## config.mk

```make
export PLATFORM = sky130hd
export DESIGN_NAME = fetch_unit
export DESIGN_NICKNAME = d
export VERILOG_FILES = /design/src/rtl/pipeline_pkg.sv /design/src/rtl/if_id_reg.sv /design/src/rtl/fetch_unit.sv
export SDC_FILE = /design/constraint.sdc
export NUM_CORES = 1
export LEC_CHECK = 0
export CORE_UTILIZATION = 30
export DETAILED_ROUTE_END_ITERATION = 7
export SYNTH_ARGS = -nofsm -noshare
export SYNTH_HDL_FRONTEND = slang
export SYNTH_SLANG_ARGS = --single-unit
```

## constraint.sdc

```tcl
create_clock -name clk -period 6.1 [get_ports clk]
set_clock_uncertainty 0.05 [all_clocks]
set_input_delay 1.22 -clock clk [delete_from_list [all_inputs] [get_ports clk]]
set_output_delay 1.22 -clock clk [all_outputs]
set_load 0.01 [all_outputs]
```

## src/rtl/pipeline_pkg.sv

```systemverilog
// Shared pipeline definitions: next-PC select encodings, the NOP word,
// default vector addresses and the supervisor-preserving PC increment.
package pipeline_pkg;

  // Next-PC select encoding shared with the control unit; 110/111 fall
  // back to sequential fetch.
  typedef enum logic [2:0] {
    PCSRC_SEQ    = 3'b000,
    PCSRC_BRANCH = 3'b001,
    PCSRC_JUMP   = 3'b010,
    PCSRC_JR     = 3'b011,
    PCSRC_ILLOP  = 3'b100,
    PCSRC_XADR   = 3'b101
  } pcsrc_e;

  // sll $0,$0,0 -- the canonical bubble word.
  localparam logic [31:0] NOP_INST = 32'h0000_0000;

  localparam logic [31:0] DEFAULT_RESET_PC  = 32'h8000_0000;
  localparam logic [31:0] DEFAULT_ILLOP_VEC = 32'h8000_0004;
  localparam logic [31:0] DEFAULT_XADR_VEC  = 32'h8000_0008;

  // Bit 31 is the supervisor bit: the increment never carries into it,
  // the low 31 bits wrap on their own.
  function automatic logic [31:0] pc_plus4(input logic [31:0] pc);
    return {pc[31], pc[30:0] + 31'd4};
  endfunction

endpackage

```

## src/rtl/if_id_reg.sv

```systemverilog
// IF/ID pipeline register. Write-enable beats flush so a stalled
// instruction in ID is never thrown away; a flush loads a NOP bubble.
module if_id_reg
  import pipeline_pkg::*;
(
  input  logic        clk,
  input  logic        rst_n,
  input  logic        write_en,
  input  logic        flush,
  input  logic [31:0] inst,
  input  logic [31:0] pc_plus4,
  output logic [31:0] id_inst,
  output logic [31:0] id_pc_plus4,
  output logic        id_valid
);

  // Load the fetched word, a bubble, or hold, by write/flush priority.
  always_ff @(posedge clk) begin
    // NOTE: sequential state uses non-blocking assignments so every
    // register samples pre-edge values regardless of statement order.
    if (!rst_n) begin
      id_inst     <= NOP_INST;
      id_pc_plus4 <= 32'h0;
      id_valid    <= 1'b0;
    end else if (write_en) begin
      if (flush) begin
        id_inst     <= NOP_INST;
        id_pc_plus4 <= pc_plus4;
        id_valid    <= 1'b0;
      end else begin
        id_inst     <= inst;
        id_pc_plus4 <= pc_plus4;
        id_valid    <= 1'b1;
      end
    end
  end

endmodule

```

## src/rtl/fetch_unit.sv

```systemverilog
// Instruction-fetch stage: PC register, prioritised next-PC selection,
// a redirect latch that survives PCWrite stalls, and the IF/ID register.
module fetch_unit
  import pipeline_pkg::*;
#(
  parameter logic [31:0] RESET_PC  = DEFAULT_RESET_PC,
  parameter logic [31:0] ILLOP_VEC = DEFAULT_ILLOP_VEC,
  parameter logic [31:0] XADR_VEC  = DEFAULT_XADR_VEC
) (
  input  logic        clk,
  input  logic        reset,
  input  logic        PCWrite,
  input  logic        IF_ID_write,
  input  logic        IF_ID_flush,
  input  logic [2:0]  ID_PCSrc,
  input  logic [2:0]  ID_EX_PCSrc,
  input  logic        EX_ALUOut0,
  input  logic [25:0] ID_JumpTarget,
  input  logic [31:0] ID_RegRs,
  input  logic [31:0] EX_BranchTarget,
  output logic [31:0] IF_PC,
  input  logic [31:0] IF_Inst,
  output logic [31:0] IF_ID_Inst,
  output logic [31:0] IF_ID_PCPlus4,
  output logic        IF_ID_Valid
);

  logic [31:0] pc;
  logic [31:0] seq_pc;
  logic [31:0] id_target;
  logic [31:0] next_pc;
  logic [31:0] pending_pc;
  logic        pending_valid;
  logic        branch_taken;
  logic        id_redirect;
  logic        redirect;
  logic        bubble;

  assign IF_PC        = pc;
  assign seq_pc       = pc_plus4(pc);
  assign branch_taken = (ID_EX_PCSrc == PCSRC_BRANCH) && EX_ALUOut0;

  // Decode the ID-stage redirect request and its target address.
  always_comb begin
    // NOTE: every output gets a default first so no path leaves it
    // unassigned and no latch is inferred.
    id_redirect = 1'b1;
    id_target   = seq_pc;
    case (ID_PCSrc)
      PCSRC_JUMP:  id_target = {IF_ID_PCPlus4[31:28], ID_JumpTarget, 2'b00};
      PCSRC_JR:    id_target = ID_RegRs;
      PCSRC_ILLOP: id_target = ILLOP_VEC;
      PCSRC_XADR:  id_target = XADR_VEC;
      default:     id_redirect = 1'b0;
    endcase
  end

  // A taken branch in EX is older than anything in ID, so it wins.
  assign redirect = branch_taken || id_redirect;
  assign next_pc  = branch_taken ? EX_BranchTarget : id_target;

  // Anything fetched while a redirect is live or pending is wrong-path.
  assign bubble = IF_ID_flush || pending_valid || redirect;

  // PC update and redirect latch: capture redirects seen during a stall,
  // apply them on the first cycle the PC is allowed to move.
  always_ff @(posedge clk) begin
    if (!reset) begin
      pc            <= RESET_PC;
      pending_valid <= 1'b0;
      pending_pc    <= RESET_PC;
    end else if (PCWrite) begin
      if (branch_taken)       pc <= EX_BranchTarget;
      else if (pending_valid) pc <= pending_pc;
      else                    pc <= next_pc;
      pending_valid <= 1'b0;
    end else if (branch_taken || (id_redirect && !pending_valid)) begin
      // A held ID redirect repeats every stalled cycle; only a branch
      // may replace one that is already latched.
      pending_valid <= 1'b1;
      pending_pc    <= next_pc;
    end
  end

  if_id_reg u_if_id (
    .clk         (clk),
    .rst_n       (reset),
    .write_en    (IF_ID_write),
    .flush       (bubble),
    .inst        (IF_Inst),
    .pc_plus4    (seq_pc),
    .id_inst     (IF_ID_Inst),
    .id_pc_plus4 (IF_ID_PCPlus4),
    .id_valid    (IF_ID_Valid)
  );

endmodule

```

* Word level (Yosys, flattened, before mapping)
Cells that the tools add are included.
Operators by class: muxes and demuxes 7, add/sub/neg operators 1, reductions and logical operators 10, bitwise operators 2, eq/ne operators 5
Operators by type and width (number):
- $mux 32 | 4
- $pmux 32 s4 | 1
- $add 31x3->31 const B | 1
- $eq 3x2->1 const B | 2
- $eq 3x3->1 const B | 2
- $logic_or 1x1->1 | 4
- $reduce_or 4->1 | 1
- $eq 3x1->1 const B | 1
- $logic_and 1x1->1 | 2
- $mux 1 | 2
- $not 1->1 | 2
- $reduce_and 2->1 | 1
- $reduce_or 2->1 | 1
- $logic_not 1->1 | 1
Storage, ports and cells: output and inout bits 97, flip-flop bits (word level) 130, bits of input ports 134, word-level logic and storage cells 31

* Depth between registers and ports, before layout
word-level depth 6, depth in mapped cells 8, gate-level depth less buffers 7

* By module
From an unflattened synthesis, not the netlist that was laid out.
Unflattened totals: cells, all modules 880, area, all modules 7240.7 um^2
Modules (own cells, without submodules):
- fetch_unit | cells each 630, instances 1, area an instance 4712.0 um^2, sequential area each 1301.2 um^2
- if_id_reg | cells each 250, instances 1, area an instance 2528.7 um^2, sequential area each 1301.2 um^2

* Worst setup path after synthesis
No wires, ideal clock.
kind input -> register, start point input EX_ALUOut0, end point register u_if_id.id_inst[10], library setup time 0.065 ns, arrival time 2.543 ns, cell stages on the path 8, buffers on the path 2, slack 3.442 ns, path through nor4bb_1 -> clkbuf_1 -> nor2_1 -> nand2_1 -> nor3_2 -> clkbuf_1 -> a22oi_1 -> nor2_1
Between the ends: word-level cells in the longest chain between the ends 4
Ends and longest elaborated chain:
- start, declared | line fetch_unit.sv:17 | input logic EX_ALUOut0,
- $logic_and 1x1->1 | line fetch_unit.sv:41 | assign branch_taken = (ID_EX_PCSrc == PCSRC_BRANCH) && EX_ALUOut0;
- $logic_or 1x1->1 | line fetch_unit.sv:59 | assign redirect = branch_taken || id_redirect;
- $logic_or 1x1->1 | line fetch_unit.sv:63 | assign bubble = IF_ID_flush || pending_valid || redirect;
- $mux 32 | line if_id_reg.sv:26 | if (flush) begin
- end signal, assigned | line if_id_reg.sv:31 | id_inst <= inst;
- end, declared | line if_id_reg.sv:12 | output logic [31:0] id_inst,
Every way passes these cells. A chain may end at the register's enable or synchronous reset.

* Worst setup path in the final report
start point input ID_PCSrc[1], end point register pending_pc[26]
Between the ends: word-level cells in the longest chain between the ends 6, elaborated cells on any way between the ends 11
Ends and longest elaborated chain:
- start, declared | line fetch_unit.sv:15 | input logic [2:0] ID_PCSrc,
- $eq 3x3->1 or $eq 3x2->1 (tied branches) | line fetch_unit.sv:49 | case (ID_PCSrc)
- $reduce_or 4->1 (no line)
- $mux 1 | line fetch_unit.sv:49
- $logic_and 1x1->1 | line fetch_unit.sv:77 | end else if (branch_taken || (id_redirect && !pending_valid)) begin
- $logic_or 1x1->1 | line fetch_unit.sv:77
- $reduce_and 2->1 (no line)
- end signal, assigned | line fetch_unit.sv:81 | pending_pc <= next_pc;
- end, declared | line fetch_unit.sv:32 | logic [31:0] pending_pc;
Parallel ways exist; a longest one is shown, timed or not.

==> impl_results.md <==
* Vias per Instance at 5.493
* Register area share after synthesis at 38.78%
* Power density cells at 266.6 mW/mm2
* Vias in the first global route at 6799
* Ys flop type: dfxtp_1
* Row Count at 54
* Leakage power at 3.504 nW
* Crit path arrival time at 4.07 ns
* First-pass GRT wire length at 38.32 mm
* Max-cap violation count at 0
* CTS Root Cell: clkbuf_16
* Core area at 0.02189 mm2
* Clk slew on worst S/H paths at 0.06 ns
* Syn_area_per_cell at 8.017 um2
* Post-synth top cells: dfxtp_1 (130), nor2_1 (118), nand2_1 (69), o21ai_0 (65)
* Nets at 1161
* Worst hold slack at 0.4011 ns
* Final worst-path cycle share at 63.11%
* Outcome: finished, final reports clean
* Crit path kind: input port to register
* Post-CTS Resized at 0
* Synth Net Count at 972
* Initial cell density of the core at 30.65%
* Final hold vios at 0
* Fillers at 2197
* Worst Tran Pin Value at 1.128 ns
* Ys async rst share at 0%
* Via count at 7245
* DIE WIDTH at 151.6 um
* Critical path peak fanout at 41
* Peak VDD IR at 187.5 uV
* Post-CTS Setup Repair Bufs at 0
* # diodes at 0
* Yosys warning count at 0
* CTS Buf Count at 17
* CP Data Required Time at 6.32 ns
* Number of synthesized register bits at 130
* WL/cell at 19.04 um
* Die area at 0.02297 mm2
* Cts hold-fix bufs at 0
* Largest cells by area after synthesis: dfxtp_1 (39%), nor2_1 (6.6%), o21ai_0 (4.8%)
* Synth Cell Area at 0.006710 mm2
* Yosys cell types at 71
* Fmax at 0.2597 GHz
* Cells after Synth at 837
* Hold Path Class: register to register
* Fin Setup TNS at 0 ns
* Fin crit period at 3.850 ns
* DRT Pass-1 Iters at 5
* Clock sink count at 130
* Die H at 151.6 um
* Most instantiated library cell after synthesis: dfxtp_1
* EDFF count, synth at 0
* Ports at 231
* Drt total wl at 25.11 mm
* Max-slew violations at 0
* CTS tree: done
* # H-tree levels at 4
* Worst slew margin at 24.65%
* Post-DP HPWL at 17.27 mm
* Grt total ovfl at 0
* Placed insts at 1287
* Maximum number of pins on one net before global-route repair at 60
* Layout Cells excl Fill at 1319
* Startpoint Class: input port
* Global-route usage over all layers at 21.90%
* CP Capture Type: register
* Port bufs at 230
* Routed Antenna Nets at 0
* Initial antenna violation count at 0
* DRC at 0
* Area Growth Syn to Fin at 46.82%
* Yosys top cell by area: dfxtp_1
* Layout cells sized above 1 at 7.218%
* DRT iter0 DRCs at 466
* RSZ-0062 raised after global routing: false
* GPL Wtd Cong at 0.8338
* Synth top area share at 38.78%
* Clk_lat worst skew at 0.42 ns
* Clk buf depth at 2
* Setup violators final at 0
==> report_power, final <==
| group | switching, W | internal [W] | total (W) | leakage (nW) |
|---|---|---|---|---|
| combinational | 0.000235 | 0.000237 | 0.000472 | 2.12 |
| clock | 0.000402 | 0.000791 | 0.00119 | 0.319 |
| sequential | 0.0000585 | 0.000904 | 0.000962 | 1.07 |
==> per-stage QoR <==
stage	utilization [%]	power, W	setup WS, ns	cell area (um2)
final	45.00	0.002627	2.250	9852
after global routing	45.00	0.002741	2.116	9852
after CTS	45.00	0.002649	2.242	9852
after detailed placement	41.88	0.001450	1.819	9168
after global placement	41.88	0.001446	1.888	9168
after floorplan	-	0.001200	3.442	6710
==> worst paths after layout <==
kind / start / to / slack (ns) / depth (start not counted)
setup / recovery: ID_PCSrc[1] / pending_pc[26]$_SDFFE_PN0P_ / 2.25 / 8
hold / removal: pending_pc[18]$_SDFFE_PN0P_ / pending_pc[18]$_SDFFE_PN0P_ / 0.40 / 2
setup reg to reg: pending_valid$_SDFFE_PP0P_ / pending_pc[26]$_SDFFE_PN0P_ / 2.86 / 6
hold reg to reg: pending_pc[18]$_SDFFE_PN0P_ / pending_pc[18]$_SDFFE_PN0P_ / 0.40 / 2
==> kinds of logic after synthesis <==
| family | count (synthesis) | synth area share (%) |
|---|---|---|
| multiplexers | 38 | 5.855 |
| buffers and inverters | 84 | 5.184 |
| AND/OR/NAND/NOR | 284 | 19.86 |
| XOR/XNOR | 25 | 3.263 |
| adder cells (fa/ha/maj) | 1 | 0.1864 |
| AO/OA/AOI/OAI | 275 | 26.87 |
| flip-flops | 130 | 38.78 |
==> layout make-up <==
| cell class | count | area [um2] | share of cell area (%) |
|---|---|---|---|
| Clock inverter | 12 | 227.7 | 2.311 |
| Multi-Input combinational cell | 623 | 3794 | 38.51 |
| Clock buffer | 20 | 456.7 | 4.636 |
| Tap cell | 280 | 350.3 | 3.556 |
| Sequential cell | 130 | 2603 | 26.42 |
| Inverter | 11 | 41.29 | 0.4191 |
| Timing Repair Buffer | 243 | 2380 | 24.16 |
==> cells in the final DEF (no fill, tap or decap), types with 4 or more instances in the layout <==
| cell type | count |
|---|---|
| a211oi_1 | 22 |
| a21o_1 | 4 |
| a21oi_1 | 51 |
| a22oi_1 | 31 |
| a311oi_1 | 8 |
| a31oi_1 | 19 |
| and3_1 | 5 |
| buf_2 | 4 |
| buf_4 | 13 |
| bufinv_16 | 6 |
| clkbuf_16 | 17 |
| clkdlybuf4s50_1 | 226 |
| clkinvlp_4 | 4 |
| dfxtp_1 | 130 |
| inv_1 | 9 |
| mux2_2 | 10 |
| mux2i_1 | 28 |
| nand2_1 | 69 |
| nand2b_1 | 7 |
| nand3_1 | 32 |
| nand4_1 | 13 |
| nor2_1 | 118 |
| nor3_1 | 10 |
| nor4_1 | 6 |
| o211ai_1 | 18 |
| o21a_1 | 5 |
| o21ai_0 | 65 |
| o221ai_1 | 4 |
| o22ai_1 | 12 |
| or3_1 | 4 |
| xnor2_1 | 13 |
| xor2_1 | 12 |
==> registers in the layout, summed over array words and instances (netlist names) <==
register,flops
u_if_id.id_pc_plus4,32
IF_PC,32
u_if_id.id_valid,1
pending_pc,32
u_if_id.id_inst,32
pending_valid,1
==> per-layer routing <==
metal  track usage [%]  vias up  share of wire [%]
met4             4.901        0                1.0
li1                  -     3448                  -
met1             28.87     3424                 44
met5                 0        -                  0
met3             6.826       24                 10
met2             34.79      349                 45
==> critical path, cell delays in order <==
cell and delay, ns:
clkdlybuf4s50_1 0.76, xor2_1 0.18, buf_4 0.28, nand2_1 0.18, a21oi_4 0.95, o311ai_0 0.28
o21ai_0 0.15, nor2_1 0.06
(Power assumes the default switching activity.)
